[config.mk]
export PLATFORM = sky130hd
export DESIGN_NAME = spi_flash_loader_flat
export DESIGN_NICKNAME = d
export VERILOG_FILES = /design/src/rtl/spi_flash_loader_if.sv /design/src/rtl/spi_flash_loader.sv /design/src/flat_wrapper.sv
export SDC_FILE = /design/constraint.sdc
export NUM_CORES = 1
export LEC_CHECK = 0
export BUFFER_PORTS_ARGS = -buffer_cell sky130_fd_sc_hd__buf_2
export CAP_MARGIN = 5
export CORE_MARGIN = 2
export CORE_UTILIZATION = 30
export CTS_CLUSTER_DIAMETER = 40
export CTS_CLUSTER_SIZE = 12
export DETAILED_ROUTE_END_ITERATION = 8
export SLEW_MARGIN = 10
export SYNTH_ARGS = -nofsm -noshare
export SYNTH_HDL_FRONTEND = slang
export SYNTH_SLANG_ARGS = --single-unit
[constraint.sdc]
create_clock -name clock -period 2.1 [get_ports clock]
set_input_delay 0.315 -clock clock [delete_from_list [all_inputs] [get_ports clock]]
set_output_delay 0.315 -clock clock [all_outputs]
set_load 0.01 [all_outputs]
[src/rtl/spi_flash_loader_if.sv]
// Flash pins and memory write port of the boot ROM loader.
// The loader drives the master side; the flash and memory models sit on the slave side.
interface spi_flash_loader_if;
    logic        flash_csn;
    logic        flash_sck;
    logic        flash_mosi;
    logic        flash_miso;
    logic [21:0] wr_addr;
    logic [7:0]  wr_data;
    logic        wr_en;
    logic        wr_busy;
    logic        load_done;

    modport master (
        output flash_csn, flash_sck, flash_mosi, wr_addr, wr_data, wr_en, load_done,
        input  flash_miso, wr_busy
    );

    modport slave (
        input  flash_csn, flash_sck, flash_mosi, wr_addr, wr_data, wr_en, load_done,
        output flash_miso, wr_busy
    );
endinterface

[src/rtl/spi_flash_loader.sv]
// Boot-time loader: wakes the SPI flash (0xAB), then one continuous READ (0x03)
// streams LOAD_BYTES bytes into the memory write port and raises load_done.
module spi_flash_loader #(
    parameter logic [23:0] FLASH_OFFSET = 24'h100000,
    parameter logic [21:0] LOAD_BYTES   = 22'd262144,
    parameter int          SCK_HALF     = 1,
    parameter logic [15:0] WAKE_CYCLES  = 16'd1000
) (
    input  logic                   clock,
    input  logic                   reset_n,
    spi_flash_loader_if.master     bus
);
    localparam int          DW        = (SCK_HALF > 1) ? $clog2(SCK_HALF) : 1;
    localparam logic [DW-1:0] DIV_MAX = DW'(SCK_HALF - 1);
    localparam logic [31:0] WAKE_WORD = {8'hAB, 24'h000000};
    localparam logic [31:0] READ_WORD = {8'h03, FLASH_OFFSET};

    typedef enum logic [2:0] {
        WAKE_CMD  = 3'd0,
        WAKE_WAIT = 3'd1,
        READ_CMD  = 3'd2,
        READ_BYTE = 3'd3,
        WRITE     = 3'd4,
        DONE      = 3'd5
    } state_t;

    state_t        state_r;
    logic [DW-1:0] div_r;
    logic [4:0]    bit_cnt_r;
    logic [31:0]   sh_r;
    logic [7:0]    rx_r;
    logic [15:0]   wait_r;
    logic          csn_r;
    logic          sck_r;
    logic          mosi_r;
    logic [21:0]   wr_addr_r;
    logic [7:0]    wr_data_r;
    logic          wr_en_r;
    logic          done_r;
    logic          tick_s;

    // End of the current SCK half-period.
    always_comb begin
        tick_s = 1'b0;
        if (div_r == DIV_MAX) begin
            tick_s = 1'b1;
        end else begin
            tick_s = 1'b0;
        end
    end

    // Sequencer: SPI shifting, write handshake and all registered outputs.
    always_ff @(posedge clock or negedge reset_n) begin
        if (!reset_n) begin
            state_r   <= WAKE_CMD;
            div_r     <= '0;
            bit_cnt_r <= 5'd0;
            sh_r      <= 32'd0;
            rx_r      <= 8'd0;
            wait_r    <= 16'd0;
            csn_r     <= 1'b1;
            sck_r     <= 1'b0;
            mosi_r    <= 1'b0;
            wr_addr_r <= 22'd0;
            wr_data_r <= 8'd0;
            wr_en_r   <= 1'b0;
            done_r    <= 1'b0;
        end else begin
            case (state_r)
                WAKE_CMD: begin
                    if (csn_r) begin
                        csn_r     <= 1'b0;
                        sh_r      <= WAKE_WORD;
                        mosi_r    <= WAKE_WORD[31];
                        div_r     <= '0;
                        bit_cnt_r <= 5'd0;
                    end else if (tick_s) begin
                        div_r <= '0;
                        // bit count 8 is the csn hold tail after the last falling edge
                        if (bit_cnt_r == 5'd8) begin
                            csn_r   <= 1'b1;
                            wait_r  <= 16'd0;
                            state_r <= WAKE_WAIT;
                        end else if (!sck_r) begin
                            sck_r <= 1'b1;
                        end else begin
                            sck_r     <= 1'b0;
                            mosi_r    <= sh_r[30];
                            sh_r      <= {sh_r[30:0], 1'b0};
                            bit_cnt_r <= bit_cnt_r + 5'd1;
                        end
                    end else begin
                        div_r <= div_r + DW'(1);
                    end
                end
                WAKE_WAIT: begin
                    if (wait_r == WAKE_CYCLES - 16'd1) begin
                        csn_r     <= 1'b0;
                        sh_r      <= READ_WORD;
                        mosi_r    <= READ_WORD[31];
                        div_r     <= '0;
                        bit_cnt_r <= 5'd0;
                        state_r   <= READ_CMD;
                    end else begin
                        wait_r <= wait_r + 16'd1;
                    end
                end
                READ_CMD: begin
                    if (tick_s) begin
                        div_r <= '0;
                        if (!sck_r) begin
                            sck_r <= 1'b1;
                        end else begin
                            sck_r  <= 1'b0;
                            mosi_r <= sh_r[30];
                            sh_r   <= {sh_r[30:0], 1'b0};
                            if (bit_cnt_r == 5'd31) begin
                                bit_cnt_r <= 5'd0;
                                state_r   <= READ_BYTE;
                            end else begin
                                bit_cnt_r <= bit_cnt_r + 5'd1;
                            end
                        end
                    end else begin
                        div_r <= div_r + DW'(1);
                    end
                end
                READ_BYTE: begin
                    if (tick_s) begin
                        div_r <= '0;
                        if (bit_cnt_r == 5'd8) begin
                            wr_data_r <= rx_r;
                            wr_en_r   <= 1'b1;
                            bit_cnt_r <= 5'd0;
                            state_r   <= WRITE;
                        end else if (!sck_r) begin
                            sck_r <= 1'b1;
                            rx_r  <= {rx_r[6:0], bus.flash_miso};
                        end else begin
                            sck_r     <= 1'b0;
                            bit_cnt_r <= bit_cnt_r + 5'd1;
                        end
                    end else begin
                        div_r <= div_r + DW'(1);
                    end
                end
                WRITE: begin
                    // the flash tolerates an SCK pause, so stalls only stretch this state
                    if (!bus.wr_busy) begin
                        wr_en_r <= 1'b0;
                        div_r   <= '0;
                        if (wr_addr_r == LOAD_BYTES - 22'd1) begin
                            csn_r   <= 1'b1;
                            done_r  <= 1'b1;
                            state_r <= DONE;
                        end else begin
                            wr_addr_r <= wr_addr_r + 22'd1;
                            state_r   <= READ_BYTE;
                        end
                    end else begin
                        wr_en_r <= 1'b1;
                    end
                end
                DONE: begin
                    csn_r   <= 1'b1;
                    sck_r   <= 1'b0;
                    wr_en_r <= 1'b0;
                    done_r  <= 1'b1;
                end
                default: begin
                    state_r <= WAKE_CMD;
                    csn_r   <= 1'b1;
                    sck_r   <= 1'b0;
                    wr_en_r <= 1'b0;
                end
            endcase
        end
    end

    assign bus.flash_csn  = csn_r;
    assign bus.flash_sck  = sck_r;
    assign bus.flash_mosi = mosi_r;
    assign bus.wr_addr    = wr_addr_r;
    assign bus.wr_data    = wr_data_r;
    assign bus.wr_en      = wr_en_r;
    assign bus.load_done  = done_r;
endmodule
[src/flat_wrapper.sv]
// flat-port wrapper written by rule: the top's interface ports become plain ports
module spi_flash_loader_flat 
#(
    parameter logic [23:0] FLASH_OFFSET = 24'h100000,
    parameter logic [21:0] LOAD_BYTES   = 22'd262144,
    parameter int          SCK_HALF     = 1,
    parameter logic [15:0] WAKE_CYCLES  = 16'd1000
)
  (clock, reset_n, bus_flash_csn, bus_flash_sck, bus_flash_mosi, bus_wr_addr, bus_wr_data, bus_wr_en, bus_load_done, bus_flash_miso, bus_wr_busy);
  spi_flash_loader_if bus_i ();
  input  logic clock;
  input  logic reset_n;
  output wire logic [$bits(bus_i.flash_csn)-1:0] bus_flash_csn;
  output wire logic [$bits(bus_i.flash_sck)-1:0] bus_flash_sck;
  output wire logic [$bits(bus_i.flash_mosi)-1:0] bus_flash_mosi;
  output wire logic [$bits(bus_i.wr_addr)-1:0] bus_wr_addr;
  output wire logic [$bits(bus_i.wr_data)-1:0] bus_wr_data;
  output wire logic [$bits(bus_i.wr_en)-1:0] bus_wr_en;
  output wire logic [$bits(bus_i.load_done)-1:0] bus_load_done;
  input wire logic [$bits(bus_i.flash_miso)-1:0] bus_flash_miso;
  input wire logic [$bits(bus_i.wr_busy)-1:0] bus_wr_busy;
  assign bus_flash_csn = bus_i.flash_csn;
  assign bus_flash_sck = bus_i.flash_sck;
  assign bus_flash_mosi = bus_i.flash_mosi;
  assign bus_wr_addr = bus_i.wr_addr;
  assign bus_wr_data = bus_i.wr_data;
  assign bus_wr_en = bus_i.wr_en;
  assign bus_load_done = bus_i.load_done;
  assign bus_i.flash_miso = bus_flash_miso;
  assign bus_i.wr_busy = bus_wr_busy;
  spi_flash_loader #(.FLASH_OFFSET(FLASH_OFFSET), .LOAD_BYTES(LOAD_BYTES), .SCK_HALF(SCK_HALF), .WAKE_CYCLES(WAKE_CYCLES)) u_core (.clock(clock), .reset_n(reset_n), .bus(bus_i));
endmodule
==> summary.txt <==
Timing
  – Transition time of the tightest slew-check pin: 0.5499 ns
  – RSZ-0062 raised after global routing: true
  – Relative max-transition margin: 63.22%
  – Fin Hold WS: 0.1962 ns
  – Final setup violation count: 48
  – Maximum achievable frequency: 0.4324 GHz
  – Number of max-slew violations in the final report: 0
  – Final critical-path required period: 2.312 ns
  – Period utilization: 110.1%
  – Count of final hold-check violations: 0
  – Post-route clock skew: 0.007248 ns
  – Final critical-path setup slack: -0.2125 ns

Floorplan
  – Die H: 130.6 um
  – Placeable core region: 15770 sq um
  – Initial Utilization: 30.47%
  – Die X: 130.6 um
  – Number of top-level pins: 39
  – Site row count: 46
  – Full die area: 17040 sq um

Clocking
  – Post-CTS clock slew at the launch and capture registers of the worst setup and hold paths: 0.07 ns
  – # clock sinks: 98
  – Maximum clock insertion buffer count: 2
  – CTS root buf: sky130_fd_sc_hd__clkbuf_16
  – Clock Latency Late Sink: 0.35 ns
  – TritonCTS clock tree: yes
  – CTS H-tree depth: 3
  – CTS Buf Count: 9

Placement
  – Count of input and output buffers: 38
  – Placement-stage cell area: 5751 sq um
  – Final GP Congestion: 0.8095
  – HPWL after detailed placement: 7.461 mm

Setup path
  – Max incr delay on CP: 0.61 ns
  – Most repeated library cell on the critical path: sky130_fd_sc_hd__or4_4
  – Series of cell instances along the critical path: or4_4, or4_4, a21boi_4, buf_12, nand2_4, a211o_1
  – CP max-delay cell: sky130_fd_sc_hd__or4_4
  – Crit Path Category: register to register
  – Endpoint class of the critical path: register
  – Maximum net fanout on the critical path: 10
  – Crit path DAT: 2.55 ns
  – Required @ worst endpoint: 2.34 ns
  – Critical path startpoint category: register

Drt
  – Antenna Nets Post-Route: 0
  – Drt wl/cell: 14.18 um
  – Number of design rule violations left after detail routing: 0
  – DRC marker count from the first detailed-route iteration: 207
  – Routed via count divided by cell count: 4.985
  – Router iterations before antenna repair: 6
  – Total Wirelength: 11.16 mm
  – Via count of the routed design: 3923

Logic synthesis
  – Count of flip-flops with a built-in enable after synthesis: 0
  – Predominant post-synthesis flop cell: sky130_fd_sc_hd__dfrtp_1
  – Post-Syn Area: 4805 sq um
  – Count of different cell masters after synthesis: 59
  – Proportion of synthesized chip area in sequential cells: 51.07%
  – Syn_area_per_cell: 10.03 sq um
  – Number of warnings printed during yosys synthesis: 0
  – Number of synthesized register bits: 98
  – Synthesized net count: 488
  – Ys async rst share: 100.0%
  – Synth Instances: 479

Global route
  – Met2 track utilization from global routing: 22.98%
  – Via count of the first global-routing pass: 3810
  – Initial antenna violation count: 0
  – Peak-usage layer in the global routing report: met2
  – GRT Util Overall: 13.75%
  – Pin count of the biggest net entering global routing: 47
  – First-pass GRT wire length: 18.71 mm
  – GRT met1 Usage: 17.52%
  – Met3 usage: 2.606%
  – Remaining Overflow, GRT: 0

Min path
  – HP Class: input port to register

Cells and area
  – Final cell utilization of the core: 40.17%
  – Final design area excluding fillers: 6335 sq um
  – Fill cell count: 1558
  – Fraction of layout instances using a drive strength above 1: 35.73%
  – Layout-stage area growth over the synthesis result: 31.85%
  – Layout Nets: 575
  – Ant diodes: 0

Outcome
  – Violations in the final reports: setup timing
  – Run status: complete, but fails checks

Job
  – Maximum capacitance violations: 0

Power
  – Peak VDD IR: 0.0003474 V
  – Power per standard cell area: 557.1 nW/um^2
  – Leak Pwr: 2.911 nW
## cell type report
cell class                      count  area (sq um)  share of cell area [%]
Sequential cell                    98          2454                   38.73
Multi-Input combinational cell    343          2434                   38.42
Timing Repair Buffer              105         857.1                   13.53
Tap cell                          216         270.3                   4.266
Clock buffer                       10         239.0                   3.772
Clock inverter                      6         47.55                  0.7505
Inverter                            9         33.78                  0.5333
## kinds of logic (layout without fill, tap and decap cells)
group,after synthesis,count (layout),share of synthesized area (%)
AO/OA/AOI/OAI,109,109,13.67
AND/OR/NAND/NOR,177,177,19.87
XOR/XNOR,31,31,5.651
flip-flops,98,98,51.07
multiplexers,21,21,4.870
buffers and inverters,38,130,3.568
adder cells (fa/ha/maj),5,5,1.302
## path summary, 6_finish.rpt
| path | from | to | slack [ns] | depth (start not counted) |
|---|---|---|---|---|
| max reg2reg | u_core.wait_r[10] | u_core.sh_r[25] | -0.21 | 6 |
| min | bus_flash_miso | u_core.rx_r[0] | 0.20 | 2 |
| max in group asynchronous | reset_n | u_core.bus.flash_csn | 0.94 | 3 |
| min in group asynchronous | reset_n | u_core.bus.wr_data[5] | 0.47 | 2 |
| min reg2reg | u_core.bus.load_done | u_core.bus.load_done | 0.47 | 1 |
| max | u_core.wait_r[10] | u_core.sh_r[25] | -0.21 | 6 |
## worst max-delay path: cells and delay by family (launching register included)
family | cells | cell delay [ns]
AO/OA/AOI/OAI | 2 | 0.45
buffers and inverters | 1 | 0.17
flip-flops | 1 | 0.37
AND/OR/NAND/NOR | 3 | 1.20
## power breakdown
group / internal, mW / total, mW / switching (mW) / leakage, nW
Clock: 0.852 / 1.59 / 0.741 / 0.146
Sequential: 1.89 / 1.89 / 0.000540 / 1.33
Combinational: 0.00954 / 0.0486 / 0.0391 / 1.44
Total: 2.75 / 3.53 / 0.780 / 2.91
## cells in the final DEF, fill, tap and decap left out, drive strengths merged, types with 9 or more instances in the layout
master / synthesis / layout
o21ai: 41 / 41
nor4: 12 / 12
inv: 9 / 13
dfrtp: 97 / 97
xor2: 23 / 23
mux2: 19 / 19
buf: 8 / 102
clkbuf: 21 / 12
a21oi: 37 / 37
nor2: 36 / 36
nand3: 46 / 46
nand4: 10 / 10
nand2: 34 / 34
and3: 9 / 9
## metal layers
layer	share of wire, %	vias up
met5	0	-
met1	46	1940
met4	2.0	0
met3	3.4	17
li1	-	1906
met2	49	60
## state kept, by name, summed over array words and instances (netlist names)
name                   count
u_core.sh_r               31
u_core.bus.wr_addr        22
u_core.wait_r             16
u_core.bus.wr_data         8
u_core.rx_r                8
u_core.bit_cnt_r           5
u_core.state_r             3
u_core.bus.flash_csn       1
u_core.bus.flash_mosi      1
u_core.bus.flash_sck       1
u_core.bus.load_done       1
u_core.bus.wr_en           1
## cell usage after synthesis, types with 2 or more instances
master / instances / share of area, %
sky130_fd_sc_hd__dfrtp_1: 97 / 51
sky130_fd_sc_hd__a31oi_1: 3 / 0.39
sky130_fd_sc_hd__o32ai_1: 2 / 0.36
sky130_fd_sc_hd__nor4_1: 10 / 1.3
sky130_fd_sc_hd__o22a_1: 3 / 0.55
sky130_fd_sc_hd__inv_1: 9 / 0.70
sky130_fd_sc_hd__a32o_1: 2 / 0.42
sky130_fd_sc_hd__nor2_1: 35 / 2.7
sky130_fd_sc_hd__xnor2_1: 8 / 1.5
sky130_fd_sc_hd__or3b_2: 2 / 0.36
sky130_fd_sc_hd__clkbuf_1: 21 / 1.6
sky130_fd_sc_hd__nor3b_1: 2 / 0.31
sky130_fd_sc_hd__and3_1: 9 / 1.2
sky130_fd_sc_hd__nand4_1: 10 / 1.3
sky130_fd_sc_hd__nand3b_1: 2 / 0.31
sky130_fd_sc_hd__a22o_1: 2 / 0.36
sky130_fd_sc_hd__buf_2: 5 / 0.52
sky130_fd_sc_hd__nand3_1: 46 / 4.8
sky130_fd_sc_hd__nand2_1: 33 / 2.6
sky130_fd_sc_hd__o21a_1: 3 / 0.47
sky130_fd_sc_hd__ha_1: 5 / 1.3
sky130_fd_sc_hd__or4_4: 3 / 0.70
sky130_fd_sc_hd__nor4_4: 2 / 0.89
sky130_fd_sc_hd__or4_1: 3 / 0.47
sky130_fd_sc_hd__a211o_1: 2 / 0.36
sky130_fd_sc_hd__or3_1: 3 / 0.39
sky130_fd_sc_hd__nor3_1: 5 / 0.52
sky130_fd_sc_hd__xor2_1: 23 / 4.2
sky130_fd_sc_hd__mux2_2: 19 / 4.5
sky130_fd_sc_hd__buf_6: 3 / 0.70
sky130_fd_sc_hd__mux2i_1: 2 / 0.42
sky130_fd_sc_hd__and2_1: 3 / 0.39
sky130_fd_sc_hd__a21oi_1: 37 / 3.9
sky130_fd_sc_hd__o31ai_1: 2 / 0.31
sky130_fd_sc_hd__o21ai_0: 39 / 4.1
## per-stage QoR
step / power, mW / setup TNS (ns) / std cells / setup slack, ns
6_report: 3.529 / -6.378 / 787 / -0.2125
5_1_grt: 3.675 / -9.603 / 787 / -0.2780
4_1_cts: 3.589 / -5.858 / 782 / -0.1986
3_5_place_dp: 1.975 / -5.989 / 763 / -0.2185
3_3_place_gp: 1.974 / -4.812 / 763 / -0.1791
2_1_floorplan: 1.926 / -3.670 / 479 / -0.1410
## repair_timing
item,CTS,global route
gates resized for setup,20,33
pin swaps,2,5
endpoints found under the hold margin,35,0
endpoints found under the setup margin,51,58
cloned,0,2
buffers inserted,2,3
hold buffers,1,0
Note: power is estimated with default switching activity, not from simulation.
